File: config.mk
export PLATFORM = sky130hd
export DESIGN_NAME = uart_rx_fifo_flat
export DESIGN_NICKNAME = d
export VERILOG_FILES = /design/src/rtl/uart_rx_fifo_if.sv /design/src/rtl/uart_rx_fifo.sv /design/src/flat_wrapper.sv
export SDC_FILE = /design/constraint.sdc
export NUM_CORES = 1
export LEC_CHECK = 0
export CAP_MARGIN = 25
export CORE_UTILIZATION = 64
export DETAILED_ROUTE_END_ITERATION = 8
export PLACE_DENSITY = 0.84
export SLEW_MARGIN = 20
export SYNTH_ARGS = -nofsm -noshare
export SYNTH_HDL_FRONTEND = slang
export SYNTH_SLANG_ARGS = --single-unit
File: constraint.sdc
create_clock -name clk -period 3.9 [get_ports clk]
set_clock_uncertainty 0.2 [all_clocks]
set_input_delay 0.39 -clock clk [delete_from_list [all_inputs] [get_ports clk]]
set_output_delay 0.39 -clock clk [all_outputs]
set_load 0.03 [all_outputs]
File: src/rtl/uart_rx_fifo_if.sv
// Host-side bundle for the UART receiver: serial input, FIFO pop and status.
// The slave modport is the receiver; the master modport is the reader.
interface uart_rx_fifo_if #(
    parameter int unsigned DBIT = 8
);
    logic            rx;
    logic            rd_uart;
    logic [DBIT-1:0] r_data;
    logic            rx_empty;
    logic            rx_full;
    logic            frame_err;
    logic            overrun;

    modport slave (
        input  rx,
        input  rd_uart,
        output r_data,
        output rx_empty,
        output rx_full,
        output frame_err,
        output overrun
    );

    modport master (
        output rx,
        output rd_uart,
        input  r_data,
        input  rx_empty,
        input  rx_full,
        input  frame_err,
        input  overrun
    );
endinterface

File: src/rtl/uart_rx_fifo.sv
// 16x-oversampling 8N1 UART receiver feeding a small first-word-fall-through FIFO.
// Bad stop bits and bytes arriving while full are dropped and flagged with 1-cycle pulses.
module uart_rx_fifo #(
    parameter int unsigned DBIT     = 8,
    parameter int unsigned SB_TICK  = 16,
    parameter int unsigned DVSR     = 326,
    parameter int unsigned DVSR_BIT = 9,
    parameter int unsigned FIFO_W   = 2
) (
    input logic           clk,
    input logic           rst,
    uart_rx_fifo_if.slave uart_io
);
    localparam int unsigned Depth = 2 ** FIFO_W;
    localparam int unsigned NW    = (DBIT > 1) ? $clog2(DBIT) : 1;
    localparam int unsigned SW    = ($clog2(SB_TICK) > 4) ? $clog2(SB_TICK) : 4;

    localparam logic [1:0] StIdle  = 2'd0;
    localparam logic [1:0] StStart = 2'd1;
    localparam logic [1:0] StData  = 2'd2;
    localparam logic [1:0] StStop  = 2'd3;

    logic                rx_meta_q, rx_sync_q;
    logic [DVSR_BIT-1:0] div_q, div_d;
    logic                tick;
    logic [1:0]          state_q, state_d;
    logic [SW-1:0]       s_q, s_d;
    logic [NW-1:0]       n_q, n_d;
    logic [DBIT-1:0]     b_q, b_d;
    logic                byte_done, bad_stop;

    logic [DBIT-1:0]     mem_q [Depth];
    logic [FIFO_W-1:0]   wp_q, wp_d, rp_q, rp_d;
    logic                full_q, full_d, empty_q, empty_d;
    logic                ferr_q, ovr_q;
    logic                wr_en, rd_en, ovr_d;

    assign tick  = (div_q == DVSR_BIT'(DVSR - 1));
    assign div_d = tick ? '0 : div_q + 1'b1;

    always_comb begin
        state_d   = state_q;
        s_d       = s_q;
        n_d       = n_q;
        b_d       = b_q;
        byte_done = 1'b0;
        bad_stop  = 1'b0;
        case (state_q)
            StIdle: begin
                if (!rx_sync_q) begin
                    state_d = StStart;
                    s_d     = '0;
                end
            end
            StStart: begin
                if (tick) begin
                    if (s_q == SW'(7)) begin
                        // Mid-start-bit check rejects short glitches on the line.
                        state_d = rx_sync_q ? StIdle : StData;
                        s_d     = '0;
                        n_d     = '0;
                    end else begin
                        s_d = s_q + 1'b1;
                    end
                end
            end
            StData: begin
                if (tick) begin
                    if (s_q == SW'(15)) begin
                        s_d = '0;
                        b_d = {rx_sync_q, b_q[DBIT-1:1]};
                        if (n_q == NW'(DBIT - 1)) begin
                            state_d = StStop;
                        end else begin
                            n_d = n_q + 1'b1;
                        end
                    end else begin
                        s_d = s_q + 1'b1;
                    end
                end
            end
            default: begin
                if (tick) begin
                    if (s_q == SW'(SB_TICK - 1)) begin
                        state_d   = StIdle;
                        byte_done = rx_sync_q;
                        bad_stop  = !rx_sync_q;
                    end else begin
                        s_d = s_q + 1'b1;
                    end
                end
            end
        endcase
    end

    // A pop in the same cycle frees the slot, so a full FIFO still accepts the byte.
    assign wr_en = byte_done && (!full_q || uart_io.rd_uart);
    assign rd_en = uart_io.rd_uart && !empty_q;
    assign ovr_d = byte_done && full_q && !uart_io.rd_uart;

    always_comb begin
        wp_d    = wp_q;
        rp_d    = rp_q;
        full_d  = full_q;
        empty_d = empty_q;
        case ({wr_en, rd_en})
            2'b01: begin
                rp_d    = rp_q + 1'b1;
                full_d  = 1'b0;
                empty_d = ((rp_q + 1'b1) == wp_q);
            end
            2'b10: begin
                wp_d    = wp_q + 1'b1;
                empty_d = 1'b0;
                full_d  = ((wp_q + 1'b1) == rp_q);
            end
            2'b11: begin
                wp_d = wp_q + 1'b1;
                rp_d = rp_q + 1'b1;
            end
            default: ;
        endcase
    end

    always_ff @(posedge clk or negedge rst) begin
        if (!rst) begin
            rx_meta_q <= 1'b1;
            rx_sync_q <= 1'b1;
            div_q     <= '0;
            state_q   <= StIdle;
            s_q       <= '0;
            n_q       <= '0;
            b_q       <= '0;
            wp_q      <= '0;
            rp_q      <= '0;
            full_q    <= 1'b0;
            empty_q   <= 1'b1;
            ferr_q    <= 1'b0;
            ovr_q     <= 1'b0;
            for (int i = 0; i < Depth; i++) begin
                mem_q[i] <= '0;
            end
        end else begin
            rx_meta_q <= uart_io.rx;
            rx_sync_q <= rx_meta_q;
            div_q     <= div_d;
            state_q   <= state_d;
            s_q       <= s_d;
            n_q       <= n_d;
            b_q       <= b_d;
            wp_q      <= wp_d;
            rp_q      <= rp_d;
            full_q    <= full_d;
            empty_q   <= empty_d;
            ferr_q    <= bad_stop;
            ovr_q     <= ovr_d;
            if (wr_en) begin
                mem_q[wp_q] <= b_q;
            end
        end
    end

    assign uart_io.r_data    = mem_q[rp_q];
    assign uart_io.rx_empty  = empty_q;
    assign uart_io.rx_full   = full_q;
    assign uart_io.frame_err = ferr_q;
    assign uart_io.overrun   = ovr_q;
endmodule

File: src/flat_wrapper.sv
// flat-port wrapper written by rule: the top's interface ports become plain ports
module uart_rx_fifo_flat 
#(
    parameter int unsigned DBIT     = 8,
    parameter int unsigned SB_TICK  = 16,
    parameter int unsigned DVSR     = 326,
    parameter int unsigned DVSR_BIT = 9,
    parameter int unsigned FIFO_W   = 2
)
  (clk, rst, uart_io_rx, uart_io_rd_uart, uart_io_r_data, uart_io_rx_empty, uart_io_rx_full, uart_io_frame_err, uart_io_overrun);
  uart_rx_fifo_if #(.DBIT(DBIT)) uart_io_i ();
  input logic clk;
  input logic rst;
  input wire logic [$bits(uart_io_i.rx)-1:0] uart_io_rx;
  input wire logic [$bits(uart_io_i.rd_uart)-1:0] uart_io_rd_uart;
  output wire logic [$bits(uart_io_i.r_data)-1:0] uart_io_r_data;
  output wire logic [$bits(uart_io_i.rx_empty)-1:0] uart_io_rx_empty;
  output wire logic [$bits(uart_io_i.rx_full)-1:0] uart_io_rx_full;
  output wire logic [$bits(uart_io_i.frame_err)-1:0] uart_io_frame_err;
  output wire logic [$bits(uart_io_i.overrun)-1:0] uart_io_overrun;
  assign uart_io_i.rx = uart_io_rx;
  assign uart_io_i.rd_uart = uart_io_rd_uart;
  assign uart_io_r_data = uart_io_i.r_data;
  assign uart_io_rx_empty = uart_io_i.rx_empty;
  assign uart_io_rx_full = uart_io_i.rx_full;
  assign uart_io_frame_err = uart_io_i.frame_err;
  assign uart_io_overrun = uart_io_i.overrun;
  uart_rx_fifo #(.DBIT(DBIT), .SB_TICK(SB_TICK), .DVSR(DVSR), .DVSR_BIT(DVSR_BIT), .FIFO_W(FIFO_W)) u_core (.clk(clk), .rst(rst), .uart_io(uart_io_i));
endmodule
==> results of run 1 <==
[final cells by class]
cell class / instances / area, µm²
inverters: 5 / 18.8
flip-flops and latches: 68 / 1710
clock inverters: 6 / 87.6
fillers: 299 / 1130
multi-input cells: 155 / 1420
well taps: 67 / 83.8
repair buffers: 18 / 173
clock buffers: 10 / 138
[worst reg2reg max path, cell delays in order (launching register included)]
cell and delay, ns:
dfrtp_1 0.39, ha_1 0.30, nand4_1 0.33, nor3_2 0.51, nand2_1 0.21, inv_1 0.11
ha_1 0.27, o31ai_1 0.28
[cells by family (layout without fill, tap and decap cells)]
kind of cell | after synthesis | after routing | share of synthesized area
compound gates | 22 | 22 | 0.0458
simple gates | 56 | 56 | 0.108
xor+xnor | 13 | 13 | 0.0359
flops | 68 | 68 | 0.538
fa+ha+maj | 10 | 10 | 0.0395
mux | 54 | 54 | 0.219
buf+inv | 11 | 39 | 0.0142
[through the flow]
| step | cells | setup WS [ns] | cell area (µm²) |
|---|---|---|---|
| finish | 329 | 0.930 | 3630 |
| detailed placement | 312 | 1.27 | 3390 |
| global placement | 312 | 1.30 | 3390 |
| floorplan | 234 | 1.61 | 3170 |
| CTS | 328 | 0.905 | 3610 |
| global route | 329 | 0.828 | 3630 |
[flip-flops by register name, summed over array words and instances (netlist names), 2 cells and up]
| register | count |
|---|---|
| u_core.mem_q | 32 |
| u_core.div_q | 9 |
| u_core.b_q | 8 |
| u_core.s_q | 4 |
| u_core.n_q | 3 |
| u_core.rp_q | 2 |
| u_core.state_q | 2 |
| u_core.wp_q | 2 |
[path summary, 6_finish.rpt]
check                                 startpoint                      end  depth (start not counted)
worst max register to register     u_core.s_q[0]  u_core.uart_io.rx_empty                          7
min in group asynchronous                    rst            u_core.n_q[2]                          2
worst min-delay path            u_core.rx_meta_q         u_core.rx_sync_q                          0
max in group asynchronous                    rst            u_core.b_q[0]                          3
worst min register to register  u_core.rx_meta_q         u_core.rx_sync_q                          0
worst max-delay path              u_core.rp_q[0]        uart_io_r_data[2]                          2
[synth_stat cells, drive strengths merged (2+ instances only)]
cell type  number
a22oi           2
a21oi           3
mux2i           3
nand3b          2
a31oi           3
a22o            2
nand2           9
nor2           12
nor3            7
mux2           43
clkbuf          2
nor2b           3
buf             4
mux4            8
inv             5
and3            4
xor2            4
xnor2           9
or2             2
nand3          10
dfstp           3
o21ai           6
ha             10
dfrtp          65
[per-layer routing]
metal  vias to the layer above  part of all wire
met3                        11             0.032
met4                         0             0.019
met1                       991              0.45
met5                         -                 0
met2                        43              0.50
li1                        908                 -
[where the power goes]
part           internal (W)  switching, W  total (W)
clock network      0.000377      0.000266   0.000643
logic             0.0000722     0.0000505   0.000123
registers          0.000725     0.0000689   0.000794
total               0.00117      0.000385    0.00156
==> impl_results.md, run 1 <==
- Max-cap viol count: 0
- Die area: 5240 µm²
- Setup CP Type: reg -> out
- Yosys warns: 0
- FF+latch count, synth: 68
- Synth Cell Area: 3170 µm²
- Fraction of layout cells with a size suffix above 1: 0.305
- CP bufs+invs: 1
- Crit end category: primary output
- Synthesized area per cell: 13.5 µm²
- Worst Hold Slack: 0.155 ns
- Count of pins over their slew limit: 0
- CTS Buffer Depth: 2
- Row cnt: 25
- Fmax: 337 MHz
- Synth unique cells: 44
- CP max stage cell: dfrtp_1
- Async SR Flop Fraction: 1.00
- ANT cells: 0
- Final nets: 271
- Met1 GRT Util: 0.349
- Initial antenna violation count: 0
- First-pass GRT wire length: 9690 µm
- Gate Count Post-Synth: 234
- CP max stage delay: 0.81 ns
- Hold Buf Count CTS: 0
- Most frequent cells in the layout: dfrtp_1, mux2_2, clkdlybuf4s50_1
- CP Cell Sequence: mux4_2 > clkdlybuf4s50_1
- Die Ht: 72.4 µm
- Critical Path RT: 3.31 ns
- Slew headroom: 0.521
- Post-synth top area share: 0.513
- Wire per inst: 17.3 µm
- Pre-Repair DR Iteration Count: 4
- Peak supply drop: 572 µV
- Pleak: 1.71 nW
- Starting density of the core: 0.667
- FF-to-FF setup slack: 1.21 ns
- Clk slew on worst S/H paths: 0.08 ns
- Die width: 72.4 µm
- HP Class: reg -> reg
- Tot Pwr: 0.00156 W
- GR Util All Layers: 0.255
- Worst EP arrival: 2.38 ns
- Post-Syn Nets: 248
- Worst-Skew Late Latency: 0.34 ns
- Final period util: 0.761
- Commonest non-fill, non-tap cell in the layout: dfrtp_1
- Ys flop type: dfrtp_1
- Setup violations, final: 0
- GRT Residual Overflow: 0
- Core box area: 4750 µm²
- Area Overhead vs Synth: 14.4%
- Final hold violation count: 0
- RSZ-0062 raised after global routing: false
- Detailed Route WL: 5680 µm
- Delay-heaviest family, CP: flip-flops
- Post-CTS sizing: 0
- EDFF count, synth: 0
- Crit Path Max Fanout: 13
- GP Congestion: 0.786
- Post-DP HPWL: 3740 µm
- Routed Antenna Nets: 0
- Setup TNS: 0 ns
- Clk sinks: 68
- DR vias: 1953
- Period minus WS final: 2.97 ns
- First DRT Iteration DRCs: 202
- DR DRC count: 0
- Postcts setup bufs: 0
- Largest net degree at the start of global routing: 47
- Root buffer cell: clkbuf_8
- Final core utilization: 0.763
- Pwr Density: 430 nW/µm²
- CTS tree: done
- Global routing's busiest layer: met2
- Met2 GRT Util: 0.397
- Post-synth top area cell: dfrtp_1
- Vias in the first global route: 1986
- Worst setup SP type: flip-flop
- Via density: 5.94
- Status: completed
- Synth top area cells: dfrtp_1, mux2_2, mux4_2
- Worst-Margin Slew: 0.718 ns
- IO Port Bufs: 15
- Seq/Total Area, Yosys: 0.538
- H-tree depth: 3
- Num CTS Buffers: 9
- Met3 usage: 0.0500
- Io pins: 16
Power figures use the tool's default switching activity.
==> run 2: changes to the inputs <==
--- a/config.mk
+++ b/config.mk
@@ -6,9 +6,9 @@
 export NUM_CORES = 1
 export LEC_CHECK = 0
 export CAP_MARGIN = 25
-export CORE_UTILIZATION = 64
+export CORE_UTILIZATION = 54
 export DETAILED_ROUTE_END_ITERATION = 8
-export PLACE_DENSITY = 0.84
+export PLACE_DENSITY = 0.76
 export SLEW_MARGIN = 20
 export SYNTH_ARGS = -nofsm -noshare
 export SYNTH_HDL_FRONTEND = slang
==> constraint.sdc (replaced) <==
create_clock -name clk -period 2.72 [get_ports clk]
set_clock_uncertainty 0.2 [all_clocks]
set_input_delay 0.272 -clock clk [delete_from_list [all_inputs] [get_ports clk]]
set_output_delay 0.272 -clock clk [all_outputs]
set_load 0.03 [all_outputs]
==> impl_results.md, run 2 (synthesis gave the netlist of run 1 again) <==
- Status: completed
- RSZ-0062 raised after global routing: false
- Fmax: 395 MHz
- H-tree depth: 3 (unchanged)
- Gate power share: 0.083 (+0.004)
- Top Registers: u_core.mem_q: 32 flops, u_core.div_q: 9 flops, u_core.b_q: 8 flops
- Setup TNS: 0 ns (unchanged)
- CP bufs+invs: 1 (unchanged)
- GP Congestion: 0.730 (-7.1%)
- Max FFs per register: 32 (unchanged)
- Sw Ratio: 0.239 (-0.00783)
- Max-cap viol count: 0 (unchanged)
- Vias in the first global route: 1912 (-3.7%)
- Commonest non-fill, non-tap cell in the layout: dfrtp_1
- Peak supply drop: 451 µV (-21%)
- Worst-Skew Late Latency: 0.34 ns (about the same)
- GRT Residual Overflow: 0 (unchanged)
- CP max stage cell: clkdlybuf4s50_1
- Die area: 6180 µm² (+18%)
- Delay-heaviest family, CP: buffers and inverters
- Worst-Margin Slew: 0.839 ns (+0.120 ns)
- Worst EP arrival: 2.06 ns (-0.32 ns)
- Num CTS Buffers: 9 (unchanged)
- DR vias: 1849 (-5.3%)
- Pre-CTS WS: 0.321 ns (-0.945 ns)
- Critical Path RT: 2.25 ns (-1.06 ns)
- CP max stage delay: 0.61 ns (-0.20 ns)
- Final hold violation count: 0 (unchanged)
- Worst setup SP type: flip-flop
- Die Ht: 78.6 µm (+8.6%)
- CP Cell Sequence: mux4_2 > clkdlybuf4s50_1
- GR Util All Layers: 0.198 (-0.0562)
- Die width: 78.6 µm (+8.6%)
- Initial antenna violation count: 0 (unchanged)
- CTS tree: done
- Clock share of power: 0.430 (+0.018)
- Via density: 5.52 (-7.0%)
- Setup violations, final: 0 (unchanged)
- Most frequent cells in the layout: dfrtp_1, mux2_2, clkdlybuf4s50_1
- Pleak: 1.71 nW (+0.18%)
- IO Port Bufs: 15 (unchanged)
- First DRT Iteration DRCs: 132 (-35%)
- Psw: 0.000552 W (+43%)
- Core box area: 5570 µm² (+17%)
- CTS Buffer Depth: 2 (unchanged)
- Largest net degree at the start of global routing: 69 (+47%)
- Setup CP Type: reg -> out
- Seq pwr share: 0.487 (-0.022)
- Routed Antenna Nets: 0 (unchanged)
- Crit end category: primary output
- Detailed Route WL: 5340 µm (-6.0%)
- Wire per inst: 15.9 µm (-7.7%)
- Period minus WS final: 2.53 ns
- Slew headroom: 0.441 (-0.0803)
- Root buffer cell: clkbuf_8
- Starting density of the core: 0.569 (-0.0980)
- Clk sinks: 68 (unchanged)
- Post-DP HPWL: 3530 µm (-5.4%)
- Worst Hold Slack: 0.141 ns (-0.0135 ns)
- HP Class: in -> reg
- Largest Register: u_core.mem_q
- Area Overhead vs Synth: 15.4%
- Final nets: 273 (+0.74%)
- Pint: 0.00176 W (+50%)
- ANT cells: 0 (unchanged)
- Count of pins over their slew limit: 0 (unchanged)
- Pwr Density: 631 nW/µm² (+47%)
- Final Worst Setup Slack: 0.189 ns (-0.741 ns)
- Final period util: 0.930
- Clk slew on worst S/H paths: 0.07 ns (about the same)
- DR DRC count: 0 (unchanged)
- First-pass GRT wire length: 9210 µm (-4.9%)
- Io pins: 16 (unchanged)
- Crit Path Max Fanout: 9 (-4)
- Row cnt: 27 (+8.0%)
- Fraction of layout cells with a size suffix above 1: 0.312 (+0.00644)
- Pre-Repair DR Iteration Count: 4 (unchanged)
## run 2: cell types whose count changed in the layout (fill, tap and decap cells not counted), sizes merged
cell      delta
clkinv       -3
buf          +2
bufinv       +1
clkinvlp     +2
clkbuf       -1
## run 2: what timing repair did
action	in CTS	in global routing
buffers inserted	0	0
hold buffers	1	0
setup endpoints to repair	7	0
hold endpoints to repair	65	0
gates resized for setup	1	0
## run 2: metal layers
metal	GRT usage	part of all wire	wire length (µm)	vias up
li1	-	-	-	902
met1	0.289	0.51	2710	918
met2	0.283	0.45	2390	24
met3	0.0500	0.030	161	5
met4	0.0833	0.014	76	0
met5	0	0	0	-
## run 2: area by class of cell
cell class	instances	area, µm²
clock buffer	9	124
inverter	5	18.8
timing repair buffer	20	185
clock inverter	6	114
tap	72	90.1
fill	415	1920
sequential	68	1710
multi-input combinational	155	1420
## run 2: power groups by stage
stage | Clock [W] | Sequential [W] | Combinational, W
2_1_floorplan | 0 | 0.00110 | 0.000162
3_3_place_gp | 0 | 0.00115 | 0.000188
3_5_place_dp | 0 | 0.00115 | 0.000191
4_1_cts | 0.00101 | 0.00113 | 0.000194
5_1_grt | 0.00104 | 0.00114 | 0.000211
6_report | 0.000994 | 0.00113 | 0.000191
## run 2: metrics by stage
stage,std cells,utilization,total power [W],area (µm²)
finish,335,0.656,0.00231,3660
global route,335,0.656,0.00239,3660
CTS,335,0.656,0.00233,3660
detailed placement,319,0.612,0.00134,3410
global placement,319,0.612,0.00133,3410
floorplan,234,-,0.00126,3170
## run 2: worst register-to-register path: stages (launching register included)
cell     delay (ns)
dfrtp_1        0.43
or4b_4         0.60
or2_4          0.28
nor3_4         0.40
mux2_2         0.39
## run 2: worst paths after layout
path                                   from           endpoint  slack (ns)  depth (start not counted)
min                              uart_io_rx   u_core.rx_meta_q        0.14                          1
min reg2reg                u_core.rx_meta_q   u_core.rx_sync_q        0.16                          0
max in group asynchronous               rst     u_core.rp_q[0]        1.29                          3
max                          u_core.rp_q[0]  uart_io_r_data[4]        0.19                          2
max reg2reg                 u_core.div_q[4]      u_core.b_q[7]        0.31                          4
min in group asynchronous               rst    u_core.div_q[3]        0.44                          3
